==> src/rtl/period_meter_v.sv <==
// Period / duty-cycle meter for a slow signal asynchronous to clk.
// Measures the last complete period of sig_in plus its high and low parts,
// and flags a stall when no edge arrives within TIMEOUT clk cycles.
module period_meter_v #(
    parameter int unsigned CNT_W   = 16,
    parameter int unsigned TIMEOUT = 65535
) (
    input  logic             clk,
    input  logic             reset_n,
    input  logic             en,
    input  logic             sig_in,
    output logic [CNT_W-1:0] period,
    output logic [CNT_W-1:0] high_time,
    output logic [CNT_W-1:0] low_time,
    output logic             meas_valid,
    output logic             stalled
);

    localparam logic [CNT_W-1:0] CNT_LIMIT = CNT_W'(TIMEOUT);
    localparam logic [CNT_W-1:0] CNT_ONE   = CNT_W'(1);

    typedef enum logic [1:0] {
        IDLE      = 2'd0,
        MEAS_HIGH = 2'd1,
        MEAS_LOW  = 2'd2
    } state_t;

    state_t           state;
    state_t           state_next;
    logic [1:0]       rst_pipe;
    logic             rst_n;
    logic             sync_q1;
    logic             sync_q2;
    logic             dly_q;
    logic             rise;
    logic             fall;
    logic             any_edge;
    logic             at_limit;
    logic [CNT_W-1:0] cnt;
    logic [CNT_W-1:0] hi_tmp;
    logic             load_meas;
    logic             cap_hi;
    logic             set_stall;
    logic             clr_stall;

    // Reset: assert asynchronously, release on a clk edge
    always_ff @(posedge clk or negedge reset_n) begin
        if (!reset_n) begin
            rst_pipe <= 2'b00;
        end else begin
            rst_pipe <= {rst_pipe[0], 1'b1};
        end
    end

    assign rst_n = rst_pipe[1];

    // Two-flop synchronizer plus delay flop for edge detection
    always_ff @(posedge clk or negedge rst_n) begin
        if (!rst_n) begin
            sync_q1 <= 1'b0;
            sync_q2 <= 1'b0;
            dly_q   <= 1'b0;
        end else begin
            sync_q1 <= sig_in;
            sync_q2 <= sync_q1;
            dly_q   <= sync_q2;
        end
    end

    assign rise     = sync_q2 & ~dly_q;
    assign fall     = ~sync_q2 & dly_q;
    assign any_edge = rise | fall;
    assign at_limit = (cnt == CNT_LIMIT);

    // FSM state register
    always_ff @(posedge clk or negedge rst_n) begin
        if (!rst_n) begin
            state <= IDLE;
        end else begin
            state <= state_next;
        end
    end

    // Next-state and datapath control; an edge always beats the timeout
    always_comb begin
        state_next = state;
        load_meas  = 1'b0;
        cap_hi     = 1'b0;
        set_stall  = 1'b0;
        clr_stall  = 1'b0;
        if (!en) begin
            state_next = IDLE;
        end else begin
            unique case (state)
                IDLE: begin
                    if (rise) begin
                        state_next = MEAS_HIGH;
                        clr_stall  = 1'b1;
                    end
                end
                MEAS_HIGH: begin
                    if (fall) begin
                        cap_hi     = 1'b1;
                        state_next = MEAS_LOW;
                    end else if (at_limit && !any_edge) begin
                        set_stall  = 1'b1;
                        state_next = IDLE;
                    end
                end
                MEAS_LOW: begin
                    if (rise) begin
                        load_meas  = 1'b1;
                        state_next = MEAS_HIGH;
                    end else if (at_limit && !any_edge) begin
                        set_stall  = 1'b1;
                        state_next = IDLE;
                    end
                end
                default: begin
                    state_next = IDLE;
                end
            endcase
        end
    end

    // Duration counter: restarts at 1 on every rise, saturates at TIMEOUT
    always_ff @(posedge clk or negedge rst_n) begin
        if (!rst_n) begin
            cnt <= '0;
        end else if (rise) begin
            cnt <= CNT_ONE;
        end else if (!at_limit) begin
            cnt <= cnt + CNT_ONE;
        end
    end

    // Measurement capture and result registers
    always_ff @(posedge clk or negedge rst_n) begin
        if (!rst_n) begin
            hi_tmp     <= '0;
            period     <= '0;
            high_time  <= '0;
            low_time   <= '0;
            meas_valid <= 1'b0;
            stalled    <= 1'b0;
        end else begin
            meas_valid <= load_meas;
            if (cap_hi) begin
                hi_tmp <= cnt;
            end
            if (load_meas) begin
                period    <= cnt;
                high_time <= hi_tmp;
                low_time  <= cnt - hi_tmp;
            end
            if (set_stall) begin
                stalled <= 1'b1;
            end else if (clr_stall) begin
                stalled <= 1'b0;
            end
        end
    end

endmodule

==> config.mk <==
export PLATFORM = sky130hd
export DESIGN_NAME = period_meter_v
export DESIGN_NICKNAME = d
export VERILOG_FILES = /design/src/rtl/period_meter_v.sv
export SDC_FILE = /design/constraint.sdc
export NUM_CORES = 1
export LEC_CHECK = 0
export ABC_CLOCK_PERIOD_IN_PS = 2600
export BUFFER_PORTS_ARGS = -buffer_cell sky130_fd_sc_hd__buf_2
export CAP_MARGIN = 20
export CORE_ASPECT_RATIO = 1.75
export CORE_MARGIN = 3
export CORE_UTILIZATION = 50
export CTS_BUF_LIST = sky130_fd_sc_hd__clkbuf_2 sky130_fd_sc_hd__clkbuf_4 sky130_fd_sc_hd__clkbuf_8
export CTS_CLUSTER_SIZE = 40
export DETAILED_ROUTE_END_ITERATION = 8
export PLACE_DENSITY_LB_ADDON = 0.08
export SYNTH_ARGS = -nofsm -noshare
export SYNTH_HDL_FRONTEND = slang
export SYNTH_SLANG_ARGS = --single-unit
export TNS_END_PERCENT = 1
==> constraint.sdc <==
create_clock -name clk -period 2.6 [get_ports clk]
set_input_delay 0.26 -clock clk [delete_from_list [all_inputs] [get_ports clk]]
set_output_delay 0.26 -clock clk [all_outputs]
set_load 0.03 [all_outputs]
== Yosys cells after proc, flatten, opt, wreduce, memory -nomap -nowiden ==
Cells that the tools add are included.

* $add $sub $neg: 2
* Multipliers: 0
* Div/mod/pow operators: 0
* Magnitude comparators: 0
* Equal/unequal tests: 5
* Shift operators: 0
* Muxes and demuxes: 23
* Bitwise logic cells: 5
* Reductions and logical operators: 4

{| class="wikitable"
|+ Operator list
! cell !! count
|-
| 2-to-1 mux 16 bit || 2
|-
| adder 16 x 1 -> 16 bit (second input constant) || 1
|-
| == test 16 bit (second input constant) || 1
|-
| subtractor 16 bit || 1
|-
| 2-to-1 mux 1 bit || 14
|-
| 2-to-1 mux 2 bit || 5
|-
| one-hot mux 2 bit (3 select lines) || 1
|-
| != test 3 bit (second input constant) || 1
|-
| bitwise AND 1 bit || 2
|-
| == test 2 x 1 -> 1 bit (second input constant) || 1
|-
| == test 2 bit (second input constant) || 1
|-
| logical NOT 2 bit || 1
|-
| != test 2 bit (second input constant) || 1
|-
| inverter 1 bit || 2
|-
| one-hot mux 1 bit (2 select lines) || 1
|-
| nonzero test 2 bit || 1
|-
| logical AND 1 bit || 1
|-
| logical NOT 1 bit || 1
|-
| bitwise OR 1 bit || 1
|}

* Register bits: 89
* Latch bits: 0
* RAM bits: 0
* ROM bits: 0
* Bits of input ports: 4
* Output and inout port bits: 50
* Logic and storage cells: 51
* Memories: 0

== Longest topological paths before layout ==
* Depth after elaboration: 10
* Mapped depth: 9
* Gate-level depth less buffers: 9

== Worst setup path before layout ==
No wires, ideal clock.

* Kind: register to register
* Start point: register cnt[0]
* End point: register low_time[14]
* Setup time: 134 ps
* Arrival time: 2085 ps
* Required time: 2466 ps
* Path slack: 381 ps
* Stages on the path, launching flop included: 10
* Path buffers: 0
* Period minus slack after synthesis: 2219 ps
* Path through: dfrtp_1 inv_1 ha_1 fa_1 nor2b_1 o31a_2 o311ai_1 o311ai_0 xnor2_1 o21ai_0

* Longest elaborated chain between the ends: 1

{| class="wikitable"
|+ RTL lines
! element !! RTL line !! source
|-
| from (decl) || 39 || <nowiki>logic [CNT_W-1:0] cnt;</nowiki>
|-
| from (signal assigned) || 133 || <nowiki>cnt <= cnt + CNT_ONE;</nowiki>
|-
| subtractor 16 bit || 154 || <nowiki>low_time <= cnt - hi_tmp;</nowiki>
|-
| to (signal assigned) || 154 ||
|-
| to (decl) || 14 || <nowiki>output logic [CNT_W-1:0] low_time,</nowiki>
|}

Every way passes these cells.
A chain may end at the register's enable or synchronous reset.

== Worst setup path after layout ==
Same ends and word-level chain as after synthesis.

==> flow_summary.ini <==
[die]
die_w_um = 76.4
ios = 54
initial_core_util = 0.517
fp.dieArea_sq_mm = 0.00986
fp-row-count = 44
core_area_sq_mm = 0.00837
dieHeight_um = 129

[logic_synthesis]
synth_compound_area_frac = 0.122
ys_seq_elements = 89
synthAdderAreaFrac = 0.0682
synth_area_leader_cell = dfrtp_1
synthCells = 443
synth_xor_area_frac = 0.0465
synth_top_family_by_area = simple AND/OR/NAND/NOR gates
synth_ff_type = dfrtp_1
synthSimpleGateAreaFrac = 0.166
yosys-top-cells-area = dfrtp_1 51%, nand2_1 8.5%, ha_1 6.4%
synthMuxAreaShare = 0.0390
syn_area_sq_mm = 0.00433
syn_nets = 470
ys_warn_count = 0
synth.avg_cell_area_sq_um = 9.78
synth_most_common_cell = nand2_1
synth_top_cell_area_share = 0.514
synth.distinct_cells = 50
async_flop_share = 1.00
yosysSeqAreaShare = 0.514
synth-edff-count = 0
ys_top_cells_by_count = 98 x nand2_1, 89 x dfrtp_1, 45 x o21ai_0, 27 x inv_1, 22 x ha_1

[clocking]
clk_pin_slew_ns = 0.08
htreeDepth = 3
cts_buffers = 9
clkSinkCount = 89
clk-insertion-delay-late_ns = 0.36
cts_tree = built
clock_path_buffers = 2
root_buffer = clkbuf_8

[global_routing]
grt_max_degree = 54
first_global_vias = 3290
gr-total-overflow = 0
track_usage = 0.200
antenna_found_initial = 0
grt_pass1_wl_um = 15700

[outcome]
status = complete, no violations

[sta]
hold_viol = 0
finalSetupTns_ns = 0
fmax_mhz = 418
period_share = 0.921
finalCriticalPeriod_ns = 2.39
rsz0062_at_grt = no
worst-slew-pin-transition_ns = 0.682
setup_viol = 0
fin_worst_skew_ns = 0.00950
maxSlewHeadroom = 0.545
slew_violations = 0

[critical_path]
slowest_delay_ns = 0.41
reg2reg_depth = 10
ff2ff_setup_slack_ns = 0.21
reg2reg_to = low_time[14]
path_max_fanout = 4
cp.depth = 10
crit_slowest_cell = fa_1
worstPathArrival_ns = 2.63
critPathLaunch = cnt[0]
path_cells = inv_1 -> ha_1 -> fa_1 -> nor2b_1 -> o31a_2 -> o311ai_1 -> buf_4 -> o311ai_2 -> xnor2_1 -> o21ai_0
worstSetupStartpointType = flop
r2r-start = cnt[0]
cp_data_required_time_ns = 2.83
critPathTopFamily = compound AO/OA/AOI/OAI gates
path_buf_inv = 2
endpoint = low_time[14]
path_class = flop to flop
endpoint_kind = flop

[drt]
ant_nets = 0
initialDrtViolationCount = 114
drc = 0
wire_per_inst_um = 14.7
wirelength_um = 9230
vias = 3248
dr.pass1.iters = 4
viasPerCell = 5.19

[finish]
stdcell_area_sq_mm = 0.00500
fin_util = 0.598
insertedDiodeCount = 0
multi_input_area_sq_mm = 0.00193
fillers = 765
drive_above_1_share = 0.221
regArea_sq_mm = 0.00223
area_growth_pct = 15.5
nNetsFinal = 533

[flow_run]
max-cap-violations = 0

[placement]
place_congestion = 0.833
hpwl_um = 6690
placed_cell_area_sq_mm = 0.00478
port-buffer-count = 53

[power]
peakVddDrop_mv = 0.367
p_leak_nw = 2.66
p_per_area_mw_per_mm2 = 700

[worst_hold_path]
hold_class = input port to asynchronous set/reset pin
final cells by class:
| class | count | area share |
|---|---|---|
| clock buffers | 13 | 0.0320 |
| inverters | 27 | 0.0203 |
| flip-flops and latches | 89 | 0.446 |
| multi-input cells | 308 | 0.386 |
| well taps | 115 | 0.0288 |
| clock inverters | 3 | 0.00350 |
| repair buffers | 71 | 0.0835 |
sequential cells by signal, indices dropped and copies added, names as in the netlist:
name / cells
cnt: 16
hi_tmp: 16
high_time: 16
low_time: 16
period: 16
rst_pipe: 2
state: 2
dly_q: 1
meas_valid: 1
stalled: 1
sync_q1: 1
sync_q2: 1
metal layers:
| metal | global-route usage | up-vias | wire [um] |
|---|---|---|---|
| met3 | 0.0341 | 17 | 232 |
| met2 | 0.339 | 54 | 4640 |
| met4 | 0.0907 | 0 | 251 |
| li1 | - | 1633 | - |
| met1 | 0.251 | 1544 | 4110 |
| met5 | 0 | - | 0 |
how the worst min path moves through the flow:
| stage | cells after the start | startpoint | slack, ns | to |
|---|---|---|---|---|
| finish | 2 | reset_n | 0.21 | rst_pipe[1] |
| global route | 2 | reset_n | 0.20 | rst_pipe[1] |
| global placement | 1 | reset_n | 0.04 | rst_pipe[0] |
| CTS | 2 | reset_n | 0.19 | rst_pipe[1] |
| detailed placement | 1 | reset_n | 0.05 | rst_pipe[1] |
| floorplan | 0 | reset_n | -0.04 | rst_pipe[0] |
stage by stage:
step | hold slack (ns) | power, mW | setup slack, ns | cells
floorplan | -0.0356 | 2.29 | 0.381 | 443
global placement | 0.0445 | 2.60 | 0.161 | 606
detailed placement | 0.0477 | 2.62 | 0.0497 | 606
CTS | 0.189 | 3.51 | 0.0270 | 624
global route | 0.198 | 3.73 | 0.0396 | 626
finish | 0.207 | 3.50 | 0.206 | 626
repair_timing:
item                                    CTS  global route
hold endpoints to repair                  3             0
hold buffers                              2             0
endpoints found under the setup margin    0             1
buffers inserted                          0             2
resized for setup                         0             2
placed cells by master, fill, tap and decap left out, types with 12 or more instances in the layout:
| master | n |
|---|---|
| nand3_1 | 12 |
| a21oi_1 | 13 |
| o21ai_0 | 45 |
| inv_1 | 27 |
| nand2_1 | 98 |
| buf_2 | 53 |
| buf_4 | 15 |
| nor2_1 | 21 |
| mux2_2 | 15 |
| ha_1 | 22 |
| dfrtp_1 | 88 |
| xor2_1 | 14 |
worst register-to-register path: cells and delay by family (launching register included):
kind	cells	cell delay [ns]
compound gates	4	0.68
xor+xnor	1	0.15
fa+ha+maj	2	0.63
buf+inv	2	0.25
flops	1	0.39
simple gates	1	0.17
cells by family after synthesis:
kind of cell,after synthesis
flops,89
fa+ha+maj,23
xor+xnor,23
mux,15
buf+inv,46
simple gates,159
other cells,1
compound gates,87
report_power, final:
part | total (mW) | switching, mW | internal, mW
logic | 1.09 | 0.592 | 0.494
clock network | 0.882 | 0.479 | 0.404
registers | 1.53 | 0.0721 | 1.46
total | 3.50 | 1.14 | 2.36
No activity file was read; power rests on OpenSTA's default activity.
